--- src/rtl/lcd_sched_pkg.sv ---
// Shared types and default timing for the LCD request scheduler.
package lcd_sched_pkg;

    localparam int NUM_REQ = 2;

    localparam int DEF_SETUP_CYCLES      = 2;
    localparam int DEF_EN_HIGH_CYCLES    = 12;
    localparam int DEF_NIBBLE_GAP_CYCLES = 50;
    localparam int DEF_CMD_WAIT_CYCLES   = 2000;
    localparam int DEF_CLEAR_WAIT_CYCLES = 82000;

    typedef enum logic [2:0] {
        IDLE,
        HI_SETUP,
        HI_PULSE,
        HI_GAP,
        LO_SETUP,
        LO_PULSE,
        EXEC_WAIT
    } lcd_state_t;

    // Byte captured at the handshake and replayed as two nibbles
    typedef struct packed {
        logic       rs;
        logic [7:0] data;
    } lcd_req_t;

    function automatic int max_i(input int a, input int b);
        return (a > b) ? a : b;
    endfunction

    // Clear display and return home need the long execution wait
    function automatic logic is_slow_cmd(input lcd_req_t r);
        return !r.rs && (r.data == 8'h01 || r.data == 8'h02);
    endfunction

endpackage

--- src/rtl/lcd_rr_arbiter.sv ---
// Two-way round-robin grant; ptr names the requester favoured on a tie.
module lcd_rr_arbiter
    import lcd_sched_pkg::*;
(
    input  logic [NUM_REQ-1:0] req,
    input  logic               ptr,
    output logic [NUM_REQ-1:0] grant
);

    // Lone requester always wins, a tie goes to the favoured one
    always_comb begin
        grant = '0;
        case (req)
            2'b01:   grant = 2'b01;
            2'b10:   grant = 2'b10;
            2'b11:   grant = ptr ? 2'b10 : 2'b01;
            default: grant = '0;
        endcase
    end

endmodule

--- src/rtl/lcd_request_scheduler.sv ---
// Arbitrates two byte-write requesters onto a 4-bit HD44780-style bus,
// sequencing setup, enable pulse and execution wait for both nibbles.
module lcd_request_scheduler
    import lcd_sched_pkg::*;
#(
    parameter int SETUP_CYCLES      = DEF_SETUP_CYCLES,
    parameter int EN_HIGH_CYCLES    = DEF_EN_HIGH_CYCLES,
    parameter int NIBBLE_GAP_CYCLES = DEF_NIBBLE_GAP_CYCLES,
    parameter int CMD_WAIT_CYCLES   = DEF_CMD_WAIT_CYCLES,
    parameter int CLEAR_WAIT_CYCLES = DEF_CLEAR_WAIT_CYCLES
) (
    input  logic                 clock,
    input  logic                 reset_active_low,
    input  logic [NUM_REQ-1:0]   req_valid,
    input  logic [NUM_REQ-1:0]   req_rs,
    input  logic [NUM_REQ*8-1:0] req_data,
    output logic [NUM_REQ-1:0]   req_ready,
    output logic [3:0]           lcd_data,
    output logic                 lcd_rs,
    output logic                 lcd_rw,
    output logic                 lcd_en,
    output logic                 lcd_on,
    output logic                 busy
);

    localparam int MAX_CYCLES = max_i(max_i(max_i(SETUP_CYCLES, EN_HIGH_CYCLES),
                                            max_i(NIBBLE_GAP_CYCLES, CMD_WAIT_CYCLES)),
                                      CLEAR_WAIT_CYCLES);
    localparam int CNT_W = $clog2(MAX_CYCLES) + 1;

    // Counter reload values: a state lasting N cycles loads N-1
    localparam logic [CNT_W-1:0] LD_SETUP = CNT_W'(SETUP_CYCLES - 1);
    localparam logic [CNT_W-1:0] LD_EN    = CNT_W'(EN_HIGH_CYCLES - 1);
    localparam logic [CNT_W-1:0] LD_GAP   = CNT_W'(NIBBLE_GAP_CYCLES - 1);
    localparam logic [CNT_W-1:0] LD_CMD   = CNT_W'(CMD_WAIT_CYCLES - 1);
    localparam logic [CNT_W-1:0] LD_CLEAR = CNT_W'(CLEAR_WAIT_CYCLES - 1);

    lcd_state_t         state;
    logic [CNT_W-1:0]   cnt;
    logic               rr_ptr;
    lcd_req_t           cur;
    lcd_req_t           sel;
    logic [NUM_REQ-1:0] grant;
    logic               xfer;
    logic               cnt_done;

    lcd_rr_arbiter u_arb (
        .req   (req_valid),
        .ptr   (rr_ptr),
        .grant (grant)
    );

    // Grant is only offered while idle and out of reset
    assign req_ready = (state == IDLE && reset_active_low) ? grant : '0;
    assign xfer      = |(req_valid & req_ready);
    assign cnt_done  = (cnt == '0);
    assign busy      = (state != IDLE);
    assign lcd_rw    = 1'b0;

    // Pick the granted requester's rs and byte for capture
    always_comb begin
        sel = '0;
        if (grant[1]) begin
            sel.rs   = req_rs[1];
            sel.data = req_data[15:8];
        end else begin
            sel.rs   = req_rs[0];
            sel.data = req_data[7:0];
        end
    end

    // Transfer FSM: outputs change on the same edge as the state they belong to
    always_ff @(posedge clock) begin
        if (!reset_active_low) begin
            state    <= IDLE;
            cnt      <= '0;
            rr_ptr   <= 1'b0;
            cur      <= '0;
            lcd_data <= '0;
            lcd_rs   <= 1'b0;
            lcd_en   <= 1'b0;
            lcd_on   <= 1'b0;
        end else begin
            lcd_on <= 1'b1;
            if (state != IDLE && !cnt_done)
                cnt <= cnt - CNT_W'(1);
            case (state)
                IDLE: begin
                    if (xfer) begin
                        cur      <= sel;
                        rr_ptr   <= grant[0];  // favour the loser next time
                        lcd_data <= sel.data[7:4];
                        lcd_rs   <= sel.rs;
                        cnt      <= LD_SETUP;
                        state    <= HI_SETUP;
                    end
                end
                HI_SETUP: begin
                    if (cnt_done) begin
                        lcd_en <= 1'b1;
                        cnt    <= LD_EN;
                        state  <= HI_PULSE;
                    end
                end
                HI_PULSE: begin
                    if (cnt_done) begin
                        lcd_en <= 1'b0;
                        cnt    <= LD_GAP;
                        state  <= HI_GAP;
                    end
                end
                HI_GAP: begin
                    if (cnt_done) begin
                        lcd_data <= cur.data[3:0];
                        cnt      <= LD_SETUP;
                        state    <= LO_SETUP;
                    end
                end
                LO_SETUP: begin
                    if (cnt_done) begin
                        lcd_en <= 1'b1;
                        cnt    <= LD_EN;
                        state  <= LO_PULSE;
                    end
                end
                LO_PULSE: begin
                    if (cnt_done) begin
                        lcd_en <= 1'b0;
                        cnt    <= is_slow_cmd(cur) ? LD_CLEAR : LD_CMD;
                        state  <= EXEC_WAIT;
                    end
                end
                EXEC_WAIT: begin
                    if (cnt_done)
                        state <= IDLE;
                end
                default: begin
                    lcd_en <= 1'b0;
                    cnt    <= '0;
                    state  <= IDLE;
                end
            endcase
        end
    end

endmodule

--- config.mk ---
export PLATFORM = sky130hd
export DESIGN_NAME = lcd_request_scheduler
export DESIGN_NICKNAME = d
export VERILOG_FILES = /design/src/rtl/lcd_sched_pkg.sv /design/src/rtl/lcd_rr_arbiter.sv /design/src/rtl/lcd_request_scheduler.sv
export SDC_FILE = /design/constraint.sdc
export NUM_CORES = 1
export LEC_CHECK = 0
export ABC_AREA = 1
export BUFFER_PORTS_ARGS = -buffer_cell sky130_fd_sc_hd__buf_2
export CAP_MARGIN = 30
export CORE_MARGIN = 8
export CORE_UTILIZATION = 57
export DETAILED_ROUTE_END_ITERATION = 6
export PLACE_DENSITY_LB_ADDON = 0.25
export REMOVE_ABC_BUFFERS = 1
export SETUP_SLACK_MARGIN = 0.1
export SYNTH_ARGS = -nofsm -noshare
export SYNTH_HDL_FRONTEND = slang
export SYNTH_SLANG_ARGS = --single-unit
--- constraint.sdc ---
create_clock -name clock -period 2 [get_ports clock]
set_input_delay 0.2 -clock clock [delete_from_list [all_inputs] [get_ports clock]]
set_output_delay 0.2 -clock clock [all_outputs]
set_load 0.01 [all_outputs]
### Yosys cells after proc, flatten, opt, wreduce, memory -nomap -nowiden

Cells that the tools add are included.

* RAM bits: 0
* bits in read-only memories: 0
* output and inout port bits: 11
* input bits: 22
* logic and storage cells: 76
* memories kept: 0
* bits in latches: 0
* flip-flop bits (word level): 37

* order comparisons: 0
* reductions and logical operators: 18
* multipliers: 0
* divide/modulo/power cells: 0
* bitwise operators: 2
* multiplexer cells: 27
* shift operators: 0
* eq/ne operators: 20
* $add $sub $neg: 1

Operator list (count)
* $mux 18: 6
* $pmux 18 s6: 1
* $mux 3: 7
* $pmux 3 s7: 1
* $logic_not 18->1: 1
* $sub 18x1->18 const B: 1
* $mux 17: 1
* $ne 2x2->1 const B: 7
* $eq 3x3->1 const B: 3
* $mux 9: 1
* $eq 8x1->1 const B: 1
* $eq 8x2->1 const B: 1
* $mux 4: 2
* $pmux 4 s2: 1
* $reduce_and 7->1: 1
* $eq 3x2->1 const B: 2
* $pmux 2 s3: 1
* $reduce_and 3->1: 2
* $reduce_or 2->1: 3
* $eq 2x2->1 const B: 2
* $mux 2: 2
* $ne 2x1->1 const B: 2
* $eq 3x1->1 const B: 1
* $logic_and 1x1->1: 3
* other kinds (12): 15

### Depth between registers and ports, before layout

Gate-level depths: netlist of run 1.

* depth in word-level cells: 7
* gate-level depth with buffers: 11
* depth with buffers taken out: 11

### Modules after synthesis

From an unflattened synthesis of run 1, not the netlist that was laid out.

* cell total of the unflattened synthesis: 368
* area total of the unflattened synthesis: 2437.3 um^2

By module, submodules not included
* lcd_request_scheduler: cells each 363, area an instance 2417.3 um^2, instances 1, sequential area each 740.7 um^2
* lcd_rr_arbiter: cells each 5, area an instance 20.0 um^2, instances 1, sequential area each 0.0 um^2

### Worst setup path after synthesis of run 1

Ideal clock, no wire load.

* kind: register -> register
* start point: register cnt[0]
* end point: register cnt[14]
* stages on the path, launching flop included: 11
* data required time: 1888 ps
* slack: 496 ps
* clock period less this slack: 1504 ps
* arrival time: 1392 ps
* cells stage by stage: dfxtp_1 -> inv_1 -> ha_1 -> nand3_1 -> nor2_4 -> a21oi_4 -> buf_6 -> o21ai_0 -> inv_1 -> nand2_1 -> nand2_1

* word-level cells in the longest chain between the ends: 6
* elaborated cells on any way between the ends: 11
* those cells by class: add/sub (1); mux (7); reduce/logical (3)

RTL lines
* start: declaration: RTL line lcd_request_scheduler.sv:39 `logic [CNT_W-1:0] cnt;`
* start signal: assignment: RTL line lcd_request_scheduler.sv:86 `cnt <= cnt - CNT_W'(1);`
* start signal: assignment: RTL line lcd_request_scheduler.sv:129 `cnt <= is_slow_cmd(cur) ? LD_CLEAR : LD_CMD;`
* parallel branches: the longest is 5 deep, another holds $sub 18x1->18
* $pmux 18 s6 *: RTL line lcd_request_scheduler.sv:87 `case (state)`

Every way passes the cells marked *.
A chain may end at the register's enable or synchronous reset.

### Worst setup path in the final report of run 1

* start point: register state[0]
* end point: register cnt[17]

* word-level cells in the longest chain between the ends: 7
* elaborated cells on any way between the ends: 21
* those cells by class: eq/ne (6); mux (8); bitwise (1); reduce/logical (6)

RTL lines
* start: declaration: RTL line lcd_request_scheduler.sv:38 `lcd_state_t state;`
* start signal: assignment: RTL line lcd_request_scheduler.sv:75 `state <= IDLE;`
* start signal: assignment: RTL line lcd_request_scheduler.sv:95 `state <= HI_SETUP;`
* start signal: assignment: RTL line lcd_request_scheduler.sv:102 `state <= HI_PULSE;`
* $logic_not 3->1: RTL line lcd_request_scheduler.sv:54, lcd_request_scheduler.sv:87
* $logic_and 1x1->1: RTL line lcd_request_scheduler.sv:54 `assign req_ready = (state == IDLE && reset_active_low) ? grant : '0;`
* $mux 2: RTL line lcd_request_scheduler.sv:54
* $and 2x2->2: RTL line lcd_request_scheduler.sv:55 `assign xfer = |(req_valid & req_ready);`
* $reduce_or 2->1: RTL line lcd_request_scheduler.sv:55
* $mux 18: RTL line lcd_request_scheduler.sv:89 `if (xfer) begin`
* $pmux 18 s6 *: RTL line lcd_request_scheduler.sv:87

Mark *: on every way between the ends. The rest lies on a longest branch, timed or not.

==> results of run 1 <==
## logic make-up (layout without fill, tap and decap cells)
kind of cell,after synthesis,in the layout,synth area share [%]
adder cells (fa/ha/maj),2,2,1.038
XOR/XNOR,15,15,5.452
other,1,1,0.1556
AND/OR/NAND/NOR,196,196,37.28
buffers and inverters,57,91,10.18
flip-flops,37,37,30.74
AO/OA/AOI/OAI,62,62,15.16
## through the flow
step / cells / area (sq um)
floorplan: 362 / 2349
global placement: 446 / 2589
detailed placement: 446 / 2589
CTS: 454 / 2700
global route: 454 / 2711
finish: 454 / 2711
## final cells by class
class                           instances  area share, %
Clock inverter                          2          1.431
Sequential cell                        37          27.32
Timing Repair Buffer                   34          6.830
Clock buffer                            6          2.677
Tap cell                               50          2.307
Multi-Input combinational cell        276          52.52
Inverter                               49          6.922
## metal layers
metal | GRT usage (%) | vias up
li1 | - | 1234
met1 | 23.00 | 1020
met2 | 29.19 | 50
met3 | 3.753 | 8
met4 | 7.143 | 0
met5 | 0 | -
## worst max-delay path, delay by kind of cell (launching register included)
family	cells	cell delay, ns
simple gates	7	0.77
flops	1	0.39
buf+inv	2	0.26
compound gates	1	0.22
## sequential cells by signal, indices dropped and copies added (netlist names)
signal    flops
cur           9
cnt          18
rr_ptr        1
lcd_en        1
lcd_on        1
state         3
lcd_data      4
## what timing repair did
| item | 4_1_cts | 5_1_grt |
|---|---|---|
| resized for setup | 0 | 3 |
| hold endpoints to repair | 0 | 0 |
| endpoints found under the setup margin | 0 | 9 |
## worst min-delay path by stage
stage | from | to | slack (ns) | cells after the start
floorplan | reset_active_low | lcd_on | 0.23 | 0
global placement | lcd_en | lcd_en | 0.45 | 2
detailed placement | req_data[8] | cur[0] | 0.46 | 3
CTS | req_data[8] | cur[0] | 0.14 | 3
global route | req_data[8] | cur[0] | 0.15 | 3
finish | req_data[8] | cur[0] | 0.14 | 3
## power breakdown
part | internal (W) | leakage (nW) | switching [W]
logic | 0.00135 | 0.982 | 0.00245
registers | 0.00101 | 0.304 | 0.000270
clock network | 0.000374 | 0.0554 | 0.000282
total | 0.00273 | 1.34 | 0.00300
## cells in the final DEF, fill, tap and decap left out, types with 2 or more instances in the layout
master / synthesis / routed
dfxtp_1: 37 / 37
clkbuf_8: 0 / 5
nand2_4: 4 / 4
o32ai_1: 2 / 2
buf_4: 2 / 2
nand2_1: 105 / 105
inv_2: 5 / 5
nand3_2: 2 / 2
nand4_1: 2 / 2
nor2_2: 4 / 4
ha_1: 2 / 2
o21ai_0: 25 / 25
nor2_4: 4 / 4
xor2_1: 14 / 14
a21oi_4: 2 / 2
a21oi_1: 20 / 20
nor3_1: 3 / 3
nand2_2: 7 / 7
o21ai_1: 2 / 2
inv_1: 44 / 43
nand3_1: 15 / 15
nor2_1: 46 / 46
buf_2: 1 / 31
o31ai_1: 4 / 4
a31oi_1: 4 / 4
==> out/qor.csv, run 1 <==
metric;value;unit
diodes;0;
regToRegEndpoint;cnt[17];
hpwl;4347;microns
fin_nets;427;
gp_congestion;0.9184;
multi_input_area;1424;sq um
syn_avg_cell_area;6.513;sq um
crit_path_start_kind;flop;
grt_use_total;18.07;%
drt_wl_total;5626;microns
fill_cells;383;
wl_met2;2606;microns
grt_start_max_net_pins;24;
synth_common_cells;nand2_1, nor2_1, inv_1;
finalCriticalPeriod;1.744;ns
skew;0.008165;ns
worstSetupPathType;reg -> reg;
period_share;87.22;%
synth_top_area_cell;dfxtp_1;
drt_iter0_drc;149;
finalSetupTns;0;ns
rrSetupSlack;0.26;ns
grt_pass1_wl;9549;microns
slew_viol_final;0;
syn_area;2410;sq um
worstSkewPairLatency;0.30;ns
worstSetupEndpointType;flop;
hold_viol_final;0;
cts_root_buf;clkbuf_8;
synth_most_common_cell;nand2_1;
crit_required;2.19;ns
htree_levels;2;
ys_warn_count;0;
cp_slowest_stage_delay;0.39;ns
timing.rr.start;state[0];
antenna_left;0;
endpoint;cnt[17];
dr_total_vias;2312;
worst_slew_pin_slew;0.5792;ns
status;completed;
io-pin-count;33;
initial_utilization;59.81;%
wire_per_inst;12.39;microns
die_area;6564;sq um
coreArea;4029;sq um
path_max_fanout;7;
cts_hold_buf;0;
final_layout_size_suffix_gt1_share;18.56;%
pre_cts_ws;0.1940;ns
r2r_cells;10;
antenna_found_initial;0;
finalCoreUtilization;67.30;%
cp-startpoint;state[0];
rsz0062_at_grt;false;
hold_ws;0.1438;ns
setup_violations;0;
cts_tree;built;
die_height;81.02;microns
die_w;81.02;microns
maxSlewHeadroom;61.34;%
hp-class;in -> reg;
highest_layer;met4;
power_leakage;1.342;nW
clk_pin_slew;0.08;ns
fmax;573.3;MHz
worstPathArrival;1.94;ns
path_common_cell;inv_2;
vias_per_cell;5.093;
grt_pass1_vias;2148;
cts_max_path_buffers;2;
async_flop_share;0;%
ir_worst_vdd;0.0009415;V
ys_ff_latch;37;
io_buffers;31;
wl_met3;222;microns
p_total;0.005738;W
ys_top_cells_by_area;dfxtp_1, nand2_1, nor2_1;
final-seq-area;740.7;sq um
cpMaxStageDelayCell;dfxtp_1;
synth_top_flop_cell;dfxtp_1;
synth-edff-count;0;
cp_cell_sequence;inv_2 -> nand2_4 -> nor2_8 -> nand3_4 -> nand2_2 -> nand2_1 -> a21oi_1 -> nor2_2 -> inv_2 -> nor2_1;
syn_inst;370;
overflow;0;
drv_cap;0;
synth_top_cell_area_share;30.74;%
met1_length;2712;microns
ys_types;35;
clock-sinks;37;
worst_slack;0.2557;ns
yosysSeqAreaShare;30.74;%
firstDrtPassIters;4;
numCtsBuffers;5;
rows;23;
postCtsSetupBuffers;0;
drcViolationCount;0;
syn_to_final_growth;12.51;%
powerDensity;2116;nW/um^2
Note: power is estimated with default switching activity, not from simulation.
==> run 2, diff against run 1 <==
Settings changed: CTS_BUF_LIST set to sky130_fd_sc_hd__clkbuf_16.
==> run 2 against run 1 <==
  * First-iteration DRC count is 5.4% higher
  * Clock power is 36% higher
  * Largest power group unchanged
  * Setup slack worse by 0.024 ns
  * Utilization is 1.3 points higher
  * Count of clock-buffer cells in the layout is 1 lower
  * Sequential share of layout area is 0.52 points lower
  * Highest routed layer unchanged
  * Register-to-register slack worse by 0.02 ns
  * Critical path type unchanged
  * Power is 4.7% higher
  * Critical endpoint is now cnt[6]
  * Sequential power hardly changed
==> out/qor.csv, run 2 (same netlist as run 1, synthesis figures left out) <==
metric;value;unit;change
status;completed;;
rsz0062_at_grt;false;;
rows;23;;unchanged
worst_slew_pin_slew;0.6005;ns;+0.02131 ns
finalSetupTns;0;ns;unchanged
io-pin-count;33;;unchanged
path_max_fanout;23;;+16
crit_family;simple AND/OR/NAND/NOR gates;;
clock-sinks;37;;unchanged
clk_pin_slew;0.06;ns;-0.02 ns
grt_pass1_wl;9742;microns;+2.0%
worstSetupEndpointType;flop;;
setup_violations;0;;unchanged
grt_start_max_net_pins;24;;unchanged
worstHoldPathCells;3;;unchanged
ir_worst_vdd;0.001050;V;+11%
stdcell_count;454;;unchanged
grt_use_total;18.58;%;+0.50 points
antenna_found_initial;0;;unchanged
slew_viol_final;0;;unchanged
diodes;0;;unchanged
crit_required;2.14;ns;-0.05 ns
cp_slowest_stage_delay;0.33;ns;-0.06 ns
top_register;cnt;;
hp-class;in -> reg;;
drv_cap;0;;unchanged
mostFrequentLayoutCells;nand2_1, nor2_1, inv_1;;
hold_viol_final;0;;unchanged
cts_max_path_buffers;2;;unchanged
holdPathEnd;cur[0];;
grt_use_met1;23.00;%;unchanged
cts_hold_buf;0;;unchanged
io_buffers;31;;unchanged
holdCritStartpoint;req_data[8];;
r2r_cells;11;;+1
fill_cells;374;;-2.3%
crit_path_start_kind;flop;;
skew;0.004368;ns;-0.003797 ns
finalCoreUtilization;68.60;%;+1.3 points
top_usage_layer;met2;;
placed_cells;446;;unchanged
fin_nets;427;;unchanged
timing.rr.start;cnt[0];;
maxSlewHeadroom;59.92;%;-1.4 points
final_cell_area;2764;sq um;+1.9%
drcViolationCount;0;;unchanged
worstPathArrival;1.91;ns;-0.03 ns
cp_num_cells;11;;+1
cp_cell_sequence;inv_1 -> ha_1 -> nand3_1 -> nor2_4 -> a21oi_4 -> buf_8 -> nand2_1 -> nand2_1 -> inv_1 -> nand2_1 -> a21oi_1;;
worstSetupPathType;reg -> reg;;
hold_ws;0.1639;ns;+0.02016 ns
numCtsBuffers;5;;unchanged
drt_wl_total;5788;microns;+2.9%
layout_commonest_cell;nand2_1;;
fmax;565.5;MHz;-1.4%
cp_num_buf_inv;3;;+1
grt_util_met2;30.07;%;+0.88 points
final_layout_size_suffix_gt1_share;18.32;%;-0.25 points
power_leakage;1.379;nW;+2.8%
reg_top3;cnt (18), cur (9), lcd_data (4);;
overflow;0;;unchanged
gp_congestion;0.9184;;unchanged
finalCriticalPeriod;1.768;ns;+0.02411 ns
die_w;81.02;microns;unchanged
period_share;88.42;%;+1.2 points
largest_reg_flops;18;;unchanged
place_area;2589;sq um;unchanged
powerDensity;2173;nW/um^2;+2.7%
initial_utilization;59.81;%;unchanged
path_common_cell;nand2_1;;
cts_tree;built;;
worstSkewPairLatency;0.28;ns;-0.02 ns
antenna_left;0;;unchanged
dr_total_vias;2360;;+2.1%
grt_util_met3;4.084;%;+0.33 points
regToRegEndpoint;cnt[6];;
firstDrtPassIters;4;;unchanged
hpwl;4347;microns;unchanged
rrSetupSlack;0.23;ns;-0.02 ns
cts_root_buf;clkbuf_16;;
htree_levels;2;;unchanged
syn_to_final_growth;14.69;%;
die_area;6564;sq um;unchanged
wire_per_inst;12.75;microns;+2.9%
coreArea;4029;sq um;unchanged
grt_pass1_vias;2173;;+1.2%
vias_per_cell;5.198;;+2.1%
cpMaxStageDelayCell;dfxtp_1;;
die_height;81.02;microns;unchanged
drt_iter0_drc;157;;+5.4%
run 2: where the power goes:
part           switching (W)  leakage [nW]  internal [W]
logic                0.00248         0.990       0.00135
clock network       0.000305        0.0852      0.000585
registers           0.000273         0.304       0.00101
total                0.00306          1.38       0.00295
run 2: worst max-delay path by stage:
stage,start,to,slack (ns)
floorplan,cnt[0],state[2],0.31
global placement,cnt[0],cnt[8],0.25
detailed placement,cnt[0],cnt[10],0.19
CTS,cnt[0],cnt[6],0.17
global route,state[0],cur[3],0.10
finish,cnt[0],cnt[6],0.23
run 2: final cells by class:
class	count	area, sq um	share of cell area [%]
Multi-Input combinational cell	276	1424	51.52
Clock buffer	5	125.1	4.527
Tap cell	50	62.56	2.263
Sequential cell	37	740.7	26.80
Inverter	49	183.9	6.655
Timing Repair Buffer	34	185.2	6.700
Clock inverter	3	42.54	1.539
run 2: worst register-to-register path: cells and delay by family (launching register included):
| family | cells | cell delay, ns |
|---|---|---|
| adder cells (fa/ha/maj) | 1 | 0.25 |
| AND/OR/NAND/NOR | 5 | 0.38 |
| buffers and inverters | 3 | 0.37 |
| AO/OA/AOI/OAI | 2 | 0.29 |
| flip-flops | 1 | 0.33 |
run 2: timing repair:
item / CTS / global route
buffers inserted: 0 / 0
endpoints found under the setup margin: 0 / 9
resized for setup: 0 / 2
run 2: metal layers:
| metal | wire (microns) | part of all wire, % |
|---|---|---|
| met5 | 0 | 0 |
| met4 | 156 | 2.7 |
| met3 | 205 | 3.5 |
| met2 | 2729 | 47 |
| met1 | 2696 | 47 |
run 2: through the flow:
step / total power [W] / setup slack [ns]
2_1_floorplan: 0.004223 / 0.3102
3_3_place_gp: 0.004956 / 0.2473
3_5_place_dp: 0.005020 / 0.1940
4_1_cts: 0.005964 / 0.1739
5_1_grt: 0.006581 / 0.1021
6_report: 0.006005 / 0.2315
